**src/rtl/uart_pkg.sv**
```systemverilog
// Shared UART definitions: transmit FSM states, frame width, default timing.
// Latency: n/a (types and constants only).
// Backpressure: n/a.
package uart_pkg;

  // Transmit FSM states; the bit index is meaningful only in ST_DATA
  typedef enum logic [1:0] {
    ST_IDLE  = 2'd0,
    ST_START = 2'd1,
    ST_DATA  = 2'd2,
    ST_STOP  = 2'd3
  } tx_state_t;

  localparam int UART_DATA_BITS    = 8;
  localparam int DEF_CLKS_PER_TICK = 327;
  localparam int DEF_TICKS_PER_BIT = 16;

  // Divider width covers the largest legal CLKS_PER_TICK (511)
  localparam int TICK_DIV_W = 9;

endpackage

```
**src/rtl/baud_tick16.sv**
```systemverilog
// 16x-oversample tick divider: counts 0..CLKS_PER_TICK-1 and pulses tick at the terminal count.
// Latency: tick is combinational from the count; clear restarts the phase on the next edge.
// Backpressure: none, free-running unless clear is held.
module baud_tick16
  import uart_pkg::*;
#(
  parameter int CLKS_PER_TICK = DEF_CLKS_PER_TICK
) (
  input  logic CLOCK_50,
  input  logic reset,
  input  logic clear,
  output logic tick
);

  localparam logic [TICK_DIV_W-1:0] DIV_LAST = TICK_DIV_W'(CLKS_PER_TICK - 1);

  logic [TICK_DIV_W-1:0] r_div;

  // tick is deliberately not gated by clear: the consumer derives clear from tick
  assign tick = (r_div == DIV_LAST);

  // Divider counter: restart on clear or after the terminal count
  always_ff @(posedge CLOCK_50 or posedge reset) begin
    if (reset) begin
      r_div <= '0;
    end else if (clear || tick) begin
      r_div <= '0;
    end else begin
      r_div <= r_div + 1'b1;
    end
  end

endmodule

```
**src/rtl/uart_tx16.sv**
```systemverilog
// 8N1 UART transmitter with a one-byte holding register and 16x-oversample bit timing.
// Latency: handshake on edge E gives the start bit (txd = 0) after edge E+1.
// Backpressure: tx_ready low while the holding register is full; valid without ready is ignored.
module uart_tx16
  import uart_pkg::*;
#(
  parameter int CLKS_PER_TICK = DEF_CLKS_PER_TICK,
  parameter int TICKS_PER_BIT = DEF_TICKS_PER_BIT
) (
  input  logic       CLOCK_50,
  input  logic       reset,
  input  logic [7:0] tx_data,
  input  logic       tx_valid,
  output logic       tx_ready,
  output logic       txd,
  output logic       busy
);

  localparam logic [3:0] TICK_LAST = 4'(TICKS_PER_BIT - 1);
  localparam logic [2:0] IDX_LAST  = 3'(UART_DATA_BITS - 1);

  tx_state_t  r_state;
  tx_state_t  w_state_nxt;
  logic [2:0] r_bit_idx;
  logic [2:0] w_bit_idx_nxt;
  logic       r_txd;
  logic       w_txd_nxt;
  logic [7:0] r_hold;
  logic       r_hold_full;
  logic [7:0] r_shift;
  logic [3:0] r_tick_cnt;
  logic       w_tick;
  logic       w_clear;
  logic       w_bit_end;
  logic       w_frame_start;
  logic       w_hs;

  baud_tick16 #(
    .CLKS_PER_TICK(CLKS_PER_TICK)
  ) u_tick (
    .CLOCK_50(CLOCK_50),
    .reset   (reset),
    .clear   (w_clear),
    .tick    (w_tick)
  );

  assign w_bit_end     = w_tick && (r_tick_cnt == TICK_LAST);
  assign w_hs          = tx_valid && !r_hold_full;
  // Entering START from anywhere else (IDLE or end of STOP) begins a new frame
  assign w_frame_start = (w_state_nxt == ST_START) && (r_state != ST_START);
  // Counters sit at zero in IDLE and restart on every frame so timing is relative to the start edge
  assign w_clear       = (r_state == ST_IDLE) || w_frame_start;

  // Tick counter: position within the current bit period
  always_ff @(posedge CLOCK_50 or posedge reset) begin
    if (reset) begin
      r_tick_cnt <= '0;
    end else if (w_clear) begin
      r_tick_cnt <= '0;
    end else if (w_tick) begin
      r_tick_cnt <= (r_tick_cnt == TICK_LAST) ? 4'd0 : r_tick_cnt + 4'd1;
    end
  end

  // Holding register and shift register: accept on handshake, hand over at frame start
  always_ff @(posedge CLOCK_50 or posedge reset) begin
    if (reset) begin
      r_hold      <= '0;
      r_hold_full <= 1'b0;
      r_shift     <= '0;
    end else if (w_frame_start) begin
      r_shift     <= r_hold;
      r_hold_full <= 1'b0;
    end else if (w_hs) begin
      r_hold      <= tx_data;
      r_hold_full <= 1'b1;
    end
  end

  // FSM state register, including the registered serial output
  always_ff @(posedge CLOCK_50 or posedge reset) begin
    if (reset) begin
      r_state   <= ST_IDLE;
      r_bit_idx <= '0;
      r_txd     <= 1'b1;
    end else begin
      r_state   <= w_state_nxt;
      r_bit_idx <= w_bit_idx_nxt;
      r_txd     <= w_txd_nxt;
    end
  end

  // FSM next-state: advance at the end of each bit period
  always_comb begin
    w_state_nxt   = r_state;
    w_bit_idx_nxt = r_bit_idx;
    case (r_state)
      ST_IDLE: begin
        w_bit_idx_nxt = '0;
        if (r_hold_full) begin
          w_state_nxt = ST_START;
        end
      end
      ST_START: begin
        if (w_bit_end) begin
          w_state_nxt   = ST_DATA;
          w_bit_idx_nxt = '0;
        end
      end
      ST_DATA: begin
        if (w_bit_end) begin
          if (r_bit_idx == IDX_LAST) begin
            w_state_nxt   = ST_STOP;
            w_bit_idx_nxt = '0;
          end else begin
            w_bit_idx_nxt = r_bit_idx + 3'd1;
          end
        end
      end
      ST_STOP: begin
        w_bit_idx_nxt = '0;
        if (w_bit_end) begin
          // A byte already waiting goes straight out with no idle gap
          w_state_nxt = r_hold_full ? ST_START : ST_IDLE;
        end
      end
      default: begin
        w_state_nxt   = ST_IDLE;
        w_bit_idx_nxt = '0;
      end
    endcase
  end

  // FSM outputs: line level for the upcoming state, plus status flags
  always_comb begin
    w_txd_nxt = 1'b1;
    case (w_state_nxt)
      ST_START: w_txd_nxt = 1'b0;
      ST_DATA:  w_txd_nxt = r_shift[w_bit_idx_nxt];
      default:  w_txd_nxt = 1'b1;
    endcase
    tx_ready = !r_hold_full;
    busy     = (r_state != ST_IDLE) || r_hold_full;
  end

  assign txd = r_txd;

endmodule

```
**config.mk**
```make
export PLATFORM = sky130hd
export DESIGN_NAME = uart_tx16
export DESIGN_NICKNAME = d
export VERILOG_FILES = /design/src/rtl/uart_pkg.sv /design/src/rtl/baud_tick16.sv /design/src/rtl/uart_tx16.sv
export SDC_FILE = /design/constraint.sdc
export NUM_CORES = 1
export LEC_CHECK = 0
export ABC_AREA = 1
export BUFFER_PORTS_ARGS = -buffer_cell sky130_fd_sc_hd__buf_4
export CAP_MARGIN = 20
export CELL_PAD_IN_SITES_DETAIL_PLACEMENT = 0
export CELL_PAD_IN_SITES_GLOBAL_PLACEMENT = 1
export CORE_MARGIN = 3
export CORE_UTILIZATION = 48
export DETAILED_ROUTE_END_ITERATION = 10
export PLACE_DENSITY_LB_ADDON = 0.1
export SLEW_MARGIN = 20
export SYNTH_ARGS = -nofsm -noshare
export SYNTH_HDL_FRONTEND = slang
export SYNTH_SLANG_ARGS = --single-unit
export TNS_END_PERCENT = 30
```
**constraint.sdc**
```tcl
create_clock -name CLOCK_50 -period 4.9 [get_ports CLOCK_50]
set_clock_uncertainty 0.1 [all_clocks]
set_input_delay 0.245 -clock CLOCK_50 [delete_from_list [all_inputs] [get_ports CLOCK_50]]
set_output_delay 0.245 -clock CLOCK_50 [all_outputs]
set_load 0.02 [all_outputs]
```
==> load_flow_metrics.sql <==
INSERT INTO impl_metrics (metric_group, metric, value, unit) VALUES
('logic_synthesis', 'yosysSeqAreaShare', '48.55', '%'),
('sta', 'timing.fmax', '467.1', 'MHz'),
('status', 'status', 'finished clean', ''),
('critical_path', 'crit_path_cell_trace', 'inv_1 -> ha_1 -> nand2_1 -> inv_2 -> nand2_4 -> nor2_8 -> nand2_4 -> o21ai_2 -> o21ai_2 -> nand2_2 -> nand4_4 -> nand2_1 -> a21oi_1', ''),
('layout', 'syn_to_final_growth', '13.67', '%'),
('clock_network', 'hold_buffers_post_cts', '1', ''),
('sta', 'tightest_slew', '0.6523', 'ns'),
('die', 'die-height', '68.22', 'um'),
('power_and_ir_drop', 'power.sequential.fraction', '51.8', '%'),
('layout', 'final_layout_size_suffix_gt1_share', '22.27', '%'),
('route', 'detail-route-antenna-nets', '0', ''),
('route', 'routed_wire_length_per_instance', '10.90', 'um'),
('clock_network', 'cts.sinks', '36', ''),
('job', 'max_cap_viol_count', '0', ''),
('logic_synthesis', 'synth.yosys.warnings', '0', ''),
('global_routing', 'grt-ovfl-total', '0', ''),
('die', 'die_width', '68.22', 'um'),
('power_and_ir_drop', 'total_power', '0.0007687', 'W'),
('placement', 'gp_congestion', '0.8739', ''),
('sta', 'fin_setup_tns', '0', 'ns'),
('clock_network', 'ctsLongestPathBuffers', '2', ''),
('placement', 'placement.cell_area', '2006', 'um2'),
('critical_path', 'critical_path_arrival', '2.20', 'ns'),
('logic_synthesis', 'post_synth_num_cell_types', '28', ''),
('logic_synthesis', 'syn-cell-area', '1858', 'um2'),
('die', 'core.rowCount', '21', ''),
('sta', 'postLayoutSetupSlackWorst', '2.759', 'ns'),
('power_and_ir_drop', 'sw_frac_of_total', '28.93', '%'),
('critical_path', 'max_stage_delay_on_crit_path', '0.41', 'ns'),
('die', 'io_pins', '14', ''),
('sta', 'drv_slew', '0', ''),
('route', 'drt_pre_antenna_iters', '4', ''),
('die', 'die_area', '4653', 'um2'),
('critical_path', 'critical-path-slowest-cell', 'dfrtp_1', ''),
('sta', 'grt_setup_unrepaired', 'no', ''),
('route', 'drtIter0Drc', '72', ''),
('clock_network', 'h-tree-depth', '2', ''),
('power_and_ir_drop', 'powerDensity', '364.0', 'nW/um2'),
('power_and_ir_drop', 'power.share.combinational', '19.6', '%'),
('clock_network', 'cts_made_buffers', '5', ''),
('placement', 'port_buffers', '13', ''),
('logic_synthesis', 'syn_area_per_cell', '8.523', 'um2'),
('clock_network', 'postCtsSetupRepairBufs', '0', ''),
('sta', 'min_period_over_period', '43.69', '%'),
('layout', 'multiInputGateArea', '783.3', 'um2'),
('power_and_ir_drop', 'p_clk_share', '28.6', '%'),
('sta', 'setup_viol_count_final', '0', ''),
('sta', 'period_minus_slack', '2.141', 'ns'),
('global_routing', 'antenna_found_initial', '0', ''),
('route', 'via_per_inst', '4.680', ''),
('layout', 'layout.nets', '254', ''),
('critical_path', 'cp-start-kind', 'register', ''),
('critical_path', 'crit_buf_inv', '2', ''),
('layout', 'seq_cell_area', '902.1', 'um2'),
('critical_path', 'critical_path_peak_fanout', '18', ''),
('critical_path', 'end_kind', 'register', ''),
('clock_network', 'clkTransAtPathRegs', '0.06', 'ns'),
('power_and_ir_drop', 'power_spent_charging_and_discharging_nets', '0.0002224', 'W'),
('route', 'residual_drc_count', '0', ''),
('sta', 'slew_headroom', '56.22', '%'),
('critical_path', 'crit_required', '4.96', 'ns'),
('global_routing', 'grt_usage', '17.02', '%'),
('layout', 'num-fill-cells', '332', ''),
('logic_synthesis', 'mappedNetlistNets', '234', ''),
('logic_synthesis', 'count_of_mapped_cells_out_of_synthesis', '218', ''),
('layout', 'fin_area', '2112', 'um2'),
('die', 'initial_utilization', '52.77', '%'),
('clock_network', 'cts_root_buf', 'clkbuf_8', ''),
('sta', 'finalHoldViolCount', '0', ''),
('layout', 'final_util', '59.99', '%'),
('logic_synthesis', 'yosys_register_bits', '36', '');
-- cell usage after synthesis, drive strengths merged --
library cell,n,area (um2)
nand2,47,196.4
inv,42,157.7
dfrtp,35,875.8
nor2,26,128.9
o21ai,15,120.1
a21oi,14,73.82
nand3,13,65.06
ha,5,62.56
nand4,5,46.29
xor2,4,35.03
nor3,3,15.01
nor3b,2,15.01
or2,2,12.51
and3,1,6.260
buf,1,11.26
clkbuf,1,3.750
dfstp,1,26.28
or3,1,6.260
-- per-layer routing --
layer  share of wire [%]  vias to the layer above  track usage [%]  routed length (um)
met5                   0                        -                0                   0
met4                 1.8                        0            8.437                  55
li1                    -                      719                -                   -
met2                  42                       23            25.75                1300
met3                 3.9                        7            5.255                 120
met1                  52                      580            22.00                1621
-- power by group through the flow --
stage	sequential, W	combinational [W]	clock [W]
after global placement	0.000401	0.000148	0
after floorplan	0.000392	0.000123	0
after global routing	0.000406	0.000179	0.000242
after detailed placement	0.000403	0.000153	0
final	0.000398	0.000151	0.000220
after CTS	0.000398	0.000154	0.000232
-- through the flow --
step,std cells,hold slack (ns)
finish,284,0.07359
global route,284,0.06914
CTS,284,0.05805
detailed placement,276,0.2842
global placement,276,0.2712
floorplan,218,0.2440
-- placed cells by master (no fill, tap or decap), types with 3 or more instances in the layout --
cell | netlist | layout
xor2_1 | 4 | 4
ha_1 | 5 | 5
nand3_1 | 13 | 13
buf_4 | 0 | 14
nand2_1 | 43 | 43
nor2_2 | 3 | 3
a21oi_1 | 13 | 13
dfrtp_1 | 35 | 35
clkbuf_8 | 0 | 7
inv_2 | 6 | 6
o21ai_2 | 12 | 12
nor3_1 | 3 | 3
nand4_1 | 4 | 4
nor2_1 | 21 | 21
inv_1 | 36 | 36
-- worst register-to-register path, delay by kind of cell (launching register included) --
| family | cells | cell delay, ns |
|---|---|---|
| adder cells (fa/ha/maj) | 1 | 0.13 |
| flip-flops | 1 | 0.41 |
| buffers and inverters | 2 | 0.14 |
| AND/OR/NAND/NOR | 7 | 0.96 |
| AO/OA/AOI/OAI | 3 | 0.30 |
-- kinds of logic (layout without fill, tap and decap cells) --
group | count (synthesis) | in the layout | share of synthesized area [%]
buffers and inverters | 44 | 64 | 9.293
AND/OR/NAND/NOR | 100 | 100 | 26.46
adder cells (fa/ha/maj) | 5 | 5 | 3.367
flip-flops | 36 | 36 | 48.55
XOR/XNOR | 4 | 4 | 1.885
AO/OA/AOI/OAI | 29 | 29 | 10.44
-- flip-flops by register name, indices dropped and copies added, names as in the netlist --
register,cells
txd,1
r_hold_full,1
r_state,2
r_bit_idx,3
u_tick.r_div,9
r_tick_cnt,4
r_hold,8
r_shift,8
-- path summary, 6_finish.rpt --
path	start	endpoint	slack, ns	cells after the start
max in group asynchronous	reset	txd$_DFF_PP1_	3.84	4
worst min register to register	r_shift[1]$_DFFE_PP0P_	r_shift[1]$_DFFE_PP0P_	0.39	2
worst max register to register	u_tick.r_div[0]$_DFF_PP0_	r_tick_cnt[3]$_DFFE_PP0P_	2.76	13
min in group asynchronous	reset	r_shift[7]$_DFFE_PP0P_	0.52	4
worst min-delay path	tx_valid	r_hold_full$_DFFE_PP0P_	0.07	3
worst max-delay path	u_tick.r_div[0]$_DFF_PP0_	r_tick_cnt[3]$_DFFE_PP0P_	2.76	13
-- area by class of cell --
cell class,instances,area share (%)
Clock buffer,7,4.562
Inverter,42,7.464
Multi-Input combinational cell,138,37.09
Sequential cell,36,42.71
Tap cell,46,2.725
Timing Repair Buffer,15,5.450
No activity file was read; power rests on OpenSTA's default activity.
